**src/rtl/mc_ctrl_pkg.sv**
```systemverilog
// rtl/mc_ctrl_pkg.sv - shared state, opcode/func and ALU encodings for multicycle_ctrl
package mc_ctrl_pkg;

   typedef enum logic [3:0] {
      S_FETCH    = 4'd0,
      S_DECODE   = 4'd1,
      S_MEM_ADDR = 4'd2,
      S_MEM_RD   = 4'd3,
      S_MEM_WB   = 4'd4,
      S_MEM_WR   = 4'd5,
      S_R_EXEC   = 4'd6,
      S_R_WB     = 4'd7,
      S_I_EXEC   = 4'd8,
      S_I_WB     = 4'd9,
      S_BRANCH   = 4'd10,
      S_JUMP     = 4'd11,
      S_JAL      = 4'd12,
      S_EXC      = 4'd13
   } state_t;

   typedef enum logic [1:0] {
      CLS_ADD    = 2'd0,
      CLS_BRANCH = 2'd1,
      CLS_RTYPE  = 2'd2,
      CLS_ITYPE  = 2'd3
   } alu_cls_t;

   localparam logic [5:0] OP_RTYPE = 6'h00;
   localparam logic [5:0] OP_J     = 6'h02;
   localparam logic [5:0] OP_JAL   = 6'h03;
   localparam logic [5:0] OP_BEQ   = 6'h04;
   localparam logic [5:0] OP_BNE   = 6'h05;
   localparam logic [5:0] OP_ADDI  = 6'h08;
   localparam logic [5:0] OP_SLTI  = 6'h0A;
   localparam logic [5:0] OP_ANDI  = 6'h0C;
   localparam logic [5:0] OP_ORI   = 6'h0D;
   localparam logic [5:0] OP_LW    = 6'h23;
   localparam logic [5:0] OP_SW    = 6'h2B;

   localparam logic [5:0] FN_SRLV  = 6'h06;
   localparam logic [5:0] FN_ADD   = 6'h20;
   localparam logic [5:0] FN_SUB   = 6'h22;
   localparam logic [5:0] FN_AND   = 6'h24;
   localparam logic [5:0] FN_OR    = 6'h25;
   localparam logic [5:0] FN_XOR   = 6'h26;
   localparam logic [5:0] FN_NOR   = 6'h27;
   localparam logic [5:0] FN_SLT   = 6'h2A;

   localparam logic [2:0] ALU_AND  = 3'b000;
   localparam logic [2:0] ALU_OR   = 3'b001;
   localparam logic [2:0] ALU_ADD  = 3'b010;
   localparam logic [2:0] ALU_SRLV = 3'b011;
   localparam logic [2:0] ALU_XOR  = 3'b100;
   localparam logic [2:0] ALU_NOR  = 3'b101;
   localparam logic [2:0] ALU_SUB  = 3'b110;
   localparam logic [2:0] ALU_SLT  = 3'b111;

   function automatic logic func_known(input logic [5:0] fn);
      case (fn)
         FN_SRLV, FN_ADD, FN_SUB, FN_AND,
         FN_OR, FN_XOR, FN_NOR, FN_SLT: func_known = 1'b1;
         default:                       func_known = 1'b0;
      endcase
   endfunction

endpackage

```
**src/rtl/mc_alu_decode.sv**
```systemverilog
// rtl/mc_alu_decode.sv - ALU operation select from state class and the latched opcode/func
module mc_alu_decode
   import mc_ctrl_pkg::*;
#(
   parameter int ALU_SEL_W = 3
) (
   input  alu_cls_t               i_cls,
   input  logic [5:0]             i_opcode,
   input  logic [5:0]             i_func,
   output logic [ALU_SEL_W-1:0]   o_alu_sel
);

   logic [2:0] w_sel;

   always_comb begin
      w_sel = ALU_ADD;
      case (i_cls)
         CLS_BRANCH: w_sel = ALU_SUB;
         CLS_RTYPE: begin
            case (i_func)
               FN_AND:  w_sel = ALU_AND;
               FN_OR:   w_sel = ALU_OR;
               FN_SRLV: w_sel = ALU_SRLV;
               FN_XOR:  w_sel = ALU_XOR;
               FN_NOR:  w_sel = ALU_NOR;
               FN_SUB:  w_sel = ALU_SUB;
               FN_SLT:  w_sel = ALU_SLT;
               default: w_sel = ALU_ADD;
            endcase
         end
         CLS_ITYPE: begin
            case (i_opcode)
               OP_ANDI: w_sel = ALU_AND;
               OP_ORI:  w_sel = ALU_OR;
               OP_SLTI: w_sel = ALU_SLT;
               default: w_sel = ALU_ADD;
            endcase
         end
         default: w_sel = ALU_ADD;
      endcase
   end

   // Wider selects carry the 3-bit code in the LSBs with zeros above.
   always_comb begin
      o_alu_sel      = '0;
      o_alu_sel[2:0] = w_sel;
   end

endmodule

```
**src/rtl/multicycle_ctrl.sv**
```systemverilog
// rtl/multicycle_ctrl.sv - multicycle MIPS control FSM with memory wait and illegal-instruction trap
module multicycle_ctrl
   import mc_ctrl_pkg::*;
#(
   parameter int ALU_SEL_W    = 3,
   parameter bit HAS_MEM_WAIT = 1'b1,
   parameter bit EXC_EN       = 1'b1
) (
   input  logic                 clk,
   input  logic                 rst,
   input  logic                 zero,
   input  logic [5:0]           opcode,
   input  logic [5:0]           func,
   input  logic                 mem_ready,
   output logic                 IorD,
   output logic                 MemRead,
   output logic                 MemWrite,
   output logic                 MemtoReg,
   output logic                 IRWrite,
   output logic                 RegWrite,
   output logic                 ALUSrcA,
   output logic                 ExtZero,
   output logic [1:0]           RegDst,
   output logic                 WDSel,
   output logic                 PCEn,
   output logic [1:0]           PCSource,
   output logic [1:0]           ALUSrcB,
   output logic [ALU_SEL_W-1:0] ALUSel,
   output logic                 exc,
   output logic [3:0]           curr_state
);

   localparam state_t ILL_STATE = EXC_EN ? S_EXC : S_FETCH;

   state_t     r_state;
   logic [5:0] r_op;
   logic [5:0] r_func;
   logic       r_is_bne;

   logic       w_rdy;
   logic       w_mem_read;
   logic       w_mem_write;
   logic       w_ir_write;
   logic       w_reg_write;
   logic       w_pc_write;
   logic       w_pc_write_cond;
   logic       w_exc;
   alu_cls_t   w_cls;

   assign w_rdy      = HAS_MEM_WAIT ? mem_ready : 1'b1;
   assign curr_state = r_state;

   always_ff @(posedge clk or negedge rst) begin
      if (!rst) begin
         r_state  <= S_FETCH;
         r_op     <= '0;
         r_func   <= '0;
         r_is_bne <= 1'b0;
      end else begin
         case (r_state)
            S_FETCH:    if (w_rdy) r_state <= S_DECODE;
            S_DECODE: begin
               // The instruction is latched here; later states never look at opcode/func.
               r_op     <= opcode;
               r_func   <= func;
               r_is_bne <= (opcode == OP_BNE);
               case (opcode)
                  OP_RTYPE:                          r_state <= func_known(func) ? S_R_EXEC : ILL_STATE;
                  OP_LW, OP_SW:                      r_state <= S_MEM_ADDR;
                  OP_ADDI, OP_SLTI, OP_ANDI, OP_ORI: r_state <= S_I_EXEC;
                  OP_BEQ, OP_BNE:                    r_state <= S_BRANCH;
                  OP_J:                              r_state <= S_JUMP;
                  OP_JAL:                            r_state <= S_JAL;
                  default:                           r_state <= ILL_STATE;
               endcase
            end
            S_MEM_ADDR: r_state <= (r_op == OP_LW) ? S_MEM_RD : S_MEM_WR;
            S_MEM_RD:   if (w_rdy) r_state <= S_MEM_WB;
            S_MEM_WR:   if (w_rdy) r_state <= S_FETCH;
            S_R_EXEC:   r_state <= S_R_WB;
            S_I_EXEC:   r_state <= S_I_WB;
            default:    r_state <= S_FETCH;
         endcase
      end
   end

   always_comb begin
      w_mem_read      = 1'b0;
      w_mem_write     = 1'b0;
      w_ir_write      = 1'b0;
      w_reg_write     = 1'b0;
      w_pc_write      = 1'b0;
      w_pc_write_cond = 1'b0;
      w_exc           = 1'b0;
      IorD            = 1'b0;
      MemtoReg        = 1'b0;
      ALUSrcA         = 1'b0;
      ExtZero         = 1'b0;
      WDSel           = 1'b0;
      RegDst          = 2'b00;
      PCSource        = 2'b00;
      ALUSrcB         = 2'b01;
      w_cls           = CLS_ADD;
      case (r_state)
         S_FETCH: begin
            w_mem_read = 1'b1;
            w_ir_write = w_rdy;
            w_pc_write = w_rdy;
         end
         S_DECODE:   ALUSrcB = 2'b11;
         S_MEM_ADDR: begin
            ALUSrcA = 1'b1;
            ALUSrcB = 2'b10;
         end
         S_MEM_RD: begin
            w_mem_read = 1'b1;
            IorD       = 1'b1;
         end
         S_MEM_WB: begin
            w_reg_write = 1'b1;
            MemtoReg    = 1'b1;
         end
         S_MEM_WR: begin
            w_mem_write = 1'b1;
            IorD        = 1'b1;
         end
         S_R_EXEC: begin
            ALUSrcA = 1'b1;
            ALUSrcB = 2'b00;
            w_cls   = CLS_RTYPE;
         end
         S_R_WB: begin
            w_reg_write = 1'b1;
            RegDst      = 2'b01;
         end
         S_I_EXEC: begin
            ALUSrcA = 1'b1;
            ALUSrcB = 2'b10;
            ExtZero = (r_op == OP_ANDI) || (r_op == OP_ORI);
            w_cls   = CLS_ITYPE;
         end
         S_I_WB:     w_reg_write = 1'b1;
         S_BRANCH: begin
            ALUSrcA         = 1'b1;
            ALUSrcB         = 2'b00;
            PCSource        = 2'b01;
            w_pc_write_cond = 1'b1;
            w_cls           = CLS_BRANCH;
         end
         S_JUMP: begin
            w_pc_write = 1'b1;
            PCSource   = 2'b10;
         end
         S_JAL: begin
            w_pc_write  = 1'b1;
            PCSource    = 2'b10;
            w_reg_write = 1'b1;
            RegDst      = 2'b10;
            WDSel       = 1'b1;
         end
         S_EXC: begin
            w_exc      = 1'b1;
            w_pc_write = 1'b1;
            PCSource   = 2'b11;
         end
         default: ;
      endcase
   end

   // Enables are gated by rst directly so a mid-instruction reset kills them in the same cycle.
   assign MemRead  = rst & w_mem_read;
   assign MemWrite = rst & w_mem_write;
   assign IRWrite  = rst & w_ir_write;
   assign RegWrite = rst & w_reg_write;
   assign exc      = rst & w_exc;
   assign PCEn     = rst & (w_pc_write | (w_pc_write_cond & (zero ^ r_is_bne)));

   mc_alu_decode #(
      .ALU_SEL_W (ALU_SEL_W)
   ) u_alu_decode (
      .i_cls     (w_cls),
      .i_opcode  (r_op),
      .i_func    (r_func),
      .o_alu_sel (ALUSel)
   );

endmodule

```
**config.mk**
```make
export PLATFORM = sky130hd
export DESIGN_NAME = multicycle_ctrl
export DESIGN_NICKNAME = d
export VERILOG_FILES = /design/src/rtl/mc_ctrl_pkg.sv /design/src/rtl/mc_alu_decode.sv /design/src/rtl/multicycle_ctrl.sv
export SDC_FILE = /design/constraint.sdc
export NUM_CORES = 1
export LEC_CHECK = 0
export CAP_MARGIN = 20
export CORE_ASPECT_RATIO = 0.7
export CORE_MARGIN = 10
export CORE_UTILIZATION = 42
export CTS_CLUSTER_DIAMETER = 60
export DETAILED_ROUTE_END_ITERATION = 7
export PLACE_DENSITY = 0.8
export REMOVE_ABC_BUFFERS = 1
export SYNTH_ARGS = -nofsm -noshare
export SYNTH_HDL_FRONTEND = slang
export SYNTH_SLANG_ARGS = --single-unit
```
**constraint.sdc**
```tcl
create_clock -name clk -period 1.7 [get_ports clk]
set_input_delay 0.34 -clock clk [delete_from_list [all_inputs] [get_ports clk]]
set_output_delay 0.34 -clock clk [all_outputs]
set_load 0.1 [all_outputs]
```
==> metrics.md, run 1 <==
| Metric | Value |
|---|---|
| Worst_ep kind | `output port` |
| H-tree Lvls | `1` |
| Placed cell area | `0.00224 mm^2` |
| FP Rows | `16` |
| Cts bufs inserted | `3` |
| Post-synthesis cell count | `177` |
| Post-synthesis sequential area ratio | `32.9%` |
| TritonCTS Sinks | `17` |
| Grt repair worst endpoint | `PCEn` |
| Mean Syn Cell Area | `7.30 um^2` |
| Number of enable flip-flop cells after synthesis | `0` |
| Exit stage | `global routing` |
| Initial core utilization | `45.1%` |
| Status | `aborted with a tool error` |
| Largest net degree at the start of global routing | `19` |
| Chip Width | `86.3 um` |
| Unique masters post-synth | `44` |
| Detailed placement HPWL | `3.82 mm` |
| I/O Buffers | `39` |
| Synth Register Bits | `17` |
| Longest Clk Path Bufs | `2` |
| Mapped Area | `0.00129 mm^2` |
| YS warnings | `0` |
| Top-Level Pins | `40` |
| Post-synth top flop | `dfrtp_1` |
| Ys async rst share | `100%` |
| Die Span Y | `66.4 um` |
| Routability cong. | `0.947` |
| Log Error | `[ERROR DPL-0038] Utilization greater than 100%, impossible to legalize` |
| Post-CTS Hold Buffers | `0` |
| CTS Root Cell | `clkbuf_8` |
[kinds of logic after synthesis]
logic type,Yosys count,share of synthesized area (%)
XOR/XNOR,1,0.678
flip-flops,17,32.9
AND/OR/NAND/NOR,97,36.7
buffers and inverters,15,6.00
multiplexers,1,0.774
AO/OA/AOI/OAI,46,22.9
[synthesized netlist by cell type, types with 2 or more instances]
master     number  area (um^2)
clkbuf_1        2         7.51
nor3_1          4         20.0
o31ai_1         2         15.0
nor2_1         15         56.3
o211ai_1        2         15.0
buf_2           4         20.0
nand2_1        49          184
and2_1          2         12.5
nor2b_1         3         18.8
a21o_1          2         15.0
nand2b_1       11         68.8
nor3_2          2         20.0
o21ai_0         8         40.0
o22ai_1         5         31.3
buf_6           2         22.5
a21oi_1        12         60.1
dfrtp_1        17          425
nand2b_4        2         27.5
a211oi_1        2         15.0
inv_1           6         22.5
o2bb2ai_1       2         17.5
[what timing repair did]
item	CTS
endpoints found under the hold margin	0
gates resized for setup	61
setup endpoints to repair	22
setup buffers	11
pin swaps	9
[metrics by stage]
| step | instances | utilization (%) | worst slack, ps | hold WS (ps) |
|---|---|---|---|---|
| 2_1_floorplan | 168 | - | -2620 | 44.4 |
| 3_3_place_gp | 287 | 78.4 | -189 | 480 |
| 3_5_place_dp | 287 | 78.4 | -299 | 495 |
| 4_1_cts | 302 | 91.9 | -323 | 510 |
==> run 2: changes to the inputs <==
--- a/config.mk
+++ b/config.mk
@@ -6,12 +6,10 @@
 export NUM_CORES = 1
 export LEC_CHECK = 0
 export CAP_MARGIN = 20
-export CORE_ASPECT_RATIO = 0.7
-export CORE_MARGIN = 10
-export CORE_UTILIZATION = 42
-export CTS_CLUSTER_DIAMETER = 60
+export CORE_AREA = 10 10 71 73
 export DETAILED_ROUTE_END_ITERATION = 7
-export PLACE_DENSITY = 0.8
+export DIE_AREA = 0 0 81 83
+export PLACE_DENSITY_LB_ADDON = 0.15
 export REMOVE_ABC_BUFFERS = 1
 export SYNTH_ARGS = -nofsm -noshare
 export SYNTH_HDL_FRONTEND = slang
==> constraint.sdc (replaced) <==
create_clock -name clk -period 2.21 [get_ports clk]
set_input_delay 0.442 -clock clk [delete_from_list [all_inputs] [get_ports clk]]
set_output_delay 0.442 -clock clk [all_outputs]
set_load 0.1 [all_outputs]
==> run 2 against run 1 <==
Against the previous run: the run now ends clean; synthesized cell count did not move; synthesized area did not move.
==> metrics.md, run 2 <==
| Metric | Value |
|---|---|
| Status | `finished, final reports clean` |
| Relative slew slack | `66.8%` |
| Initial core utilization | `35.6%` |
| DP Cell Count | `274` |
| Min Tclk post-route | `2160 ps` |
| Core box area | `0.00363 mm^2` |
| Final Cycle Share | `97.7%` |
| Worst-path cell chain | `buf_4 > buf_4 > nand2b_2 > mux2i_1 > and2_1 > buf_12` |
| Final nets | `254` |
| Top-Level Pins | `40` |
| Pre-CTS setup slack | `-16.3 ps` |
| Worst-Margin Slew | `494 ps` |
| Worst R2R End | `r_is_bne` |
| Mapped Area | `0.00129 mm^2` |
| Largest net degree at the start of global routing | `20` |
| CP Max Fanout | `9` |
| Ys async rst share | `100%` |
| Post-synth top cells | `49 x nand2_1, 17 x dfrtp_1, 15 x nor2_1, 12 x a21oi_1, 11 x nand2b_1` |
| YS warnings | `0` |
| Die Span Y | `83 um` |
| Share of layout cells above drive strength 1 | `30.4%` |
| FP Rows | `22` |
| Critical path type | `register to output port` |
| Fmax | `0.463 GHz` |
| Vias per cell | `5.32` |
| DRT Pass-1 Iters | `4` |
| Crit start category | `register` |
| Final ANT Viol Nets | `0` |
| Count leader, synth | `nand2_1` |
| Worst clock skew | `2.35 ps` |
| PwrDens | `1450 mW/mm^2` |
| Worst-Skew Late Latency | `250 ps` |
| CP max stage delay | `400 ps` |
| I/O Buffers | `39` |
| Main area contributors after synthesis | `dfrtp_1 33%, nand2_1 14%, nand2b_1 5.3%, a21oi_1 4.6%, nor2_1 4.4%` |
| Fillers | `351` |
| Vias in the first global route | `1446` |
| Final slew viol count | `0` |
| Commonest non-fill, non-tap cell in the layout | `nand2_1` |
| Data required, critical path | `1770 ps` |
| Critical path capture point type | `output port` |
| CTS Root Cell | `clkbuf_8` |
| Fin worst setup slack | `49.9 ps` |
| Final setup viols | `0` |
| Leakage Power | `0.976 nW` |
| Final Non-Filler Cells | `285` |
| R2R depth | `6` |
| Total GRT Usage | `11.9%` |
| Post-CTS Hold Buffers | `0` |
| Flop2flop setup slack | `540 ps` |
| Unique masters post-synth | `44` |
| Total congestion overflow | `0` |
| Initial drt markers | `85` |
| H-tree Lvls | `1` |
| Worst-path clk slew | `70 ps` |
| Longest Clk Path Bufs | `2` |
| Chip Width | `81 um` |
| Hold crit path type | `input pin to asynchronous set/reset pin` |
| Synth Register Bits | `17` |
| Synth area leader | `dfrtp_1` |
| WL final | `4.30 mm` |
| Initial antenna violation count | `0` |
| Routability cong. | `0.817` |
| Worst R2R Start | `curr_state[0]` |
| First-pass GRT wire length | `6.71 mm` |
| Layout Area Growth over Synthesis | `72.8%` |
| Wirelength per Cell | `15.1 um` |
| Post-synthesis sequential area ratio | `32.9%` |
| TritonCTS Sinks | `17` |
| Area share of the largest cell type after synthesis | `32.9%` |
| Most used cell, CP | `buf_4` |
| Antenna Cells | `0` |
| DRC violations left | `0` |
| VDD IR-drop max | `0.593 mV` |
| Post-synthesis cell count | `177` |
| Via count | `1515` |
| Detailed placement HPWL | `3.44 mm` |
| CP max stage cell | `dfrtp_1` |
| Endpoints failing hold | `0` |
| Most frequent cells in the layout | `48 x nand2_1, 25 x buf_4, 22 x buf_12, 16 x dfrtp_1` |
| Die area | `0.00672 mm^2` |
| Mean Syn Cell Area | `7.30 um^2` |
| Post-synth top flop | `dfrtp_1` |
| CTS tree | `yes` |
| Number of enable flip-flop cells after synthesis | `0` |
| Max-Cap Viols | `0` |
| Setup TNS Final | `0 ps` |
| Critical Path AT | `1720 ps` |
| Unrepaired setup endpoints after global routing | `true` |
| Cts bufs inserted | `3` |
==> run 2: cell counts after synthesis <==
Identical to the previous run, type by type.
==> run 2: through the flow <==
step	hold WS, ps	total power, W	area, um^2	util (%)
global placement	471	0.00279	2060	56.6
global route	497	0.00340	2230	61.5
floorplan	146	0.00197	1240	-
detailed placement	487	0.00282	2060	56.6
CTS	475	0.00310	2130	58.7
finish	462	0.00323	2230	61.5
==> run 2: power by group <==
part           switching, W  internal (W)
combinational       0.00151      0.000912
clock              0.000114      0.000127
sequential         0.000125      0.000451
==> run 2: worst max-delay path, delay by kind of cell, from the launching register on <==
kind          cells  cell delay [ps]
mux               1              150
simple gates      2              420
buf+inv           3              490
flops             1              400
==> run 2: area by class of cell <==
| class | instances | area, um^2 | share of cell area (%) |
|---|---|---|---|
| multi-input combinational | 145 | 841 | 37.6 |
| timing repair buffer | 65 | 835 | 37.4 |
| sequential | 17 | 427 | 19.1 |
| tap | 48 | 60.1 | 2.69 |
| clock buffer | 3 | 41.3 | 1.85 |
| inverter | 6 | 22.5 | 1.01 |
| clock inverter | 1 | 7.51 | 0.336 |
==> run 2: cells by family after synthesis <==
kind of cell    Yosys count  synth area share (%)
mux                       1                 0.774
simple gates             97                  36.7
xor+xnor                  1                 0.678
flops                    17                  32.9
buf+inv                  15                  6.00
compound gates           46                  22.9
==> run 2: worst max-delay path by stage <==
stage                              from     endpoint
final                     curr_state[1]  PCSource[0]
after global routing      curr_state[1]         PCEn
after CTS                 curr_state[0]         PCEn
after detailed placement            rst         PCEn
after global placement              rst         PCEn
after floorplan           curr_state[3]   ALUSrcB[0]
==> run 2: metal layers <==
layer / GRT usage (%) / up-vias / routed length [um]
li1: - / 733 / -
met1: 14.1 / 742 / 1900
met2: 21.3 / 36 / 2170
met3: 2.37 / 4 / 199
met4: 2.35 / 0 / 29
met5: 0 / - / 0
==> run 2: timing repair <==
action	CTS	global route
cloned	0	0
pin swaps	0	5
endpoints found under the setup margin	3	7
buffers inserted	0	7
resized for setup	5	16
endpoints found under the hold margin	0	0
No activity file was read; power rests on OpenSTA's default activity.
==> run 3: changes to the inputs <==
--- a/config.mk
+++ b/config.mk
@@ -6,9 +6,10 @@
 export NUM_CORES = 1
 export LEC_CHECK = 0
 export CAP_MARGIN = 20
-export CORE_AREA = 10 10 71 73
+export CORE_MARGIN = 10
+export CORE_UTILIZATION = 25
+export CTS_CLUSTER_SIZE = 8
 export DETAILED_ROUTE_END_ITERATION = 7
-export DIE_AREA = 0 0 81 83
 export PLACE_DENSITY_LB_ADDON = 0.15
 export REMOVE_ABC_BUFFERS = 1
 export SYNTH_ARGS = -nofsm -noshare
==> constraint.sdc (replaced) <==
create_clock -name clk -period 2.21 [get_ports clk]
set_input_delay 0.442 -clock clk [delete_from_list [all_inputs] [get_ports clk]]
set_output_delay 0.442 -clock clk [all_outputs]
set_load 0.005 [all_outputs]
==> run 3 against run 2 <==
Against the previous run: die area increased by 26%; power decreased by 33%; combinational power decreased by 45%; via count decreased by 5.0%; critical endpoint is now RegDst[1].
==> metrics.md, run 3 (same netlist as run 2, synthesis figures left out) <==
| Metric | Value |
|---|---|
| Final Cycle Share | `97.3%` |
| VDD IR-drop max | `0.448 mV` |
| Data required, critical path | `1770 ps` |
| DRC violations left | `0` |
| CP Max Fanout | `9` |
| Endpoints failing hold | `0` |
| Cts bufs inserted | `3` |
| Die Span Y | `91.9 um` |
| Worst R2R Start | `curr_state[3]` |
| Final ANT Viol Nets | `0` |
| Final slew viol count | `0` |
| WL final | `4.44 mm` |
| Leakage Power | `0.933 nW` |
| Flop2flop setup slack | `500 ps` |
| Wirelength per Cell | `14.2 um` |
| Layout Area Growth over Synthesis | `59.1%` |
| Final Core Density | `40.5%` |
| Post-CTS Hold Buffers | `0` |
| H-tree Lvls | `1` |
| Routability cong. | `0.807` |
| Share of layout cells above drive strength 1 | `21.8%` |
| CP max stage cell | `clkdlybuf4s50_1` |
| Worst clock skew | `0.816 ps` |
| Worst-Skew Late Latency | `250 ps` |
| Max-Cap Viols | `0` |
| Critical Path End | `RegDst[1]` |
| Initial core utilization | `25.5%` |
| Fillers | `566` |
| Critical path capture point type | `output port` |
| Worst-Margin Slew | `517 ps` |
| DP Cell Count | `303` |
| Critical Path AT | `1710 ps` |
| Unrepaired setup endpoints after global routing | `true` |
| TritonCTS Sinks | `17` |
| Worst-path cell chain | `buf_4 > buf_6 > nor3_1 > clkdlybuf4s50_1` |
| Vias in the first global route | `1458` |
| Vias per cell | `4.60` |
| Crit path depth | `4` |
| FP Rows | `26` |
| First-pass GRT wire length | `7.13 mm` |
| CTS Root Cell | `clkbuf_8` |
| Worst R2R End | `curr_state[0]` |
| I/O Buffers | `39` |
| Initial drt markers | `77` |
| Core box area | `0.00507 mm^2` |
| Total congestion overflow | `0` |
| Antenna Cells | `0` |
| Via count | `1439` |
| R2R depth | `7` |
| CTS tree | `yes` |
| Critical path startpoint | `curr_state[0]` |
| Hold crit path type | `input pin to asynchronous set/reset pin` |
| Longest Clk Path Bufs | `2` |
| PwrDens | `1050 mW/mm^2` |
| DRT Pass-1 Iters | `4` |
| Chip Width | `91.9 um` |
| Worst-path clk slew | `70 ps` |
| Detailed placement HPWL | `3.44 mm` |
| Initial antenna violation count | `0` |
| Fmax | `0.465 GHz` |
| Min Tclk post-route | `2150 ps` |
| Status | `finished, final reports clean` |
| Total GRT Usage | `10.1%` |
| Die area | `0.00845 mm^2` |
| Critical path type | `register to output port` |
| CP top delay family | `buffers and inverters` |
| Crit start category | `register` |
| Relative slew slack | `64.7%` |
| Most frequent cells in the layout | `49 x nand2_1, 30 x buf_4, 24 x clkdlybuf4s50_1` |
| Largest net degree at the start of global routing | `20` |
| Worst path buffer plus inverter count | `3` |
| CP max stage delay | `540 ps` |
| Top-Level Pins | `40` |
| Final setup viols | `0` |
| Final nets | `260` |
| Commonest non-fill, non-tap cell in the layout | `nand2_1` |
| Final Non-Filler Cells | `313` |
| WHS | `415 ps` |
## run 3: worst register-to-register path, cell delays in order, from the launching register on
cell and delay [ps]:
dfrtp_1 400, buf_4 140, buf_4 160, nor2_1 140, buf_4 140, nand2b_4 150
o32a_1 390, o21ai_1 120
## run 3: through the flow
stage | instance area, um^2 | setup TNS (ps) | total power, W | setup WS (ps)
6_report | 2060 | 0 | 0.00216 | 59.3
5_1_grt | 2060 | -47.8 | 0.00236 | -23.0
4_1_cts | 2010 | 0 | 0.00213 | 26.3
3_5_place_dp | 1910 | -224 | 0.00185 | -95.5
3_3_place_gp | 1910 | -206 | 0.00184 | -90.5
2_1_floorplan | 1240 | 0 | 0.00118 | 368
## run 3: how the worst min path moves through the flow
stage	startpoint	end	slack [ps]	depth (start not counted)
after global placement	r_op[2]	r_op[2]	480	2
final	rst	r_op[5]	420	2
after floorplan	rst	curr_state[0]	150	0
after detailed placement	r_func[4]	r_func[4]	480	2
after global routing	rst	r_is_bne	470	2
after CTS	rst	r_op[5]	450	2
## run 3: repair_timing
item                                    in CTS  in global routing
pin swaps                                    1                  2
gates cloned                                 0                  0
setup buffers                                4                  2
endpoints found under the setup margin      15                  3
gates resized for setup                     26                  8
## run 3: routing by layer
layer  global-route usage (%)  share of wire (%)  vias up
met4                    0.771                  0        0
met1                     12.6                 47      657
met5                        0                  0        -
met3                     3.34                5.6        0
met2                     17.3                 47       34
li1                         -                  -      748
## run 3: final cells by class
| class | count | area, um^2 | share of cell area [%] |
|---|---|---|---|
| clock buffers | 4 | 45.0 | 2.19 |
| inverters | 6 | 22.5 | 1.10 |
| multi-input cells | 145 | 852 | 41.4 |
| flip-flops and latches | 17 | 429 | 20.9 |
| well taps | 70 | 87.6 | 4.26 |
| repair buffers | 71 | 619 | 30.1 |
## run 3: report_power, final
part / switching [W] / internal (W)
clock network: 0.000106 / 0.000128
registers: 0.000131 / 0.000452
logic: 0.000663 / 0.000679
total: 0.000900 / 0.00126
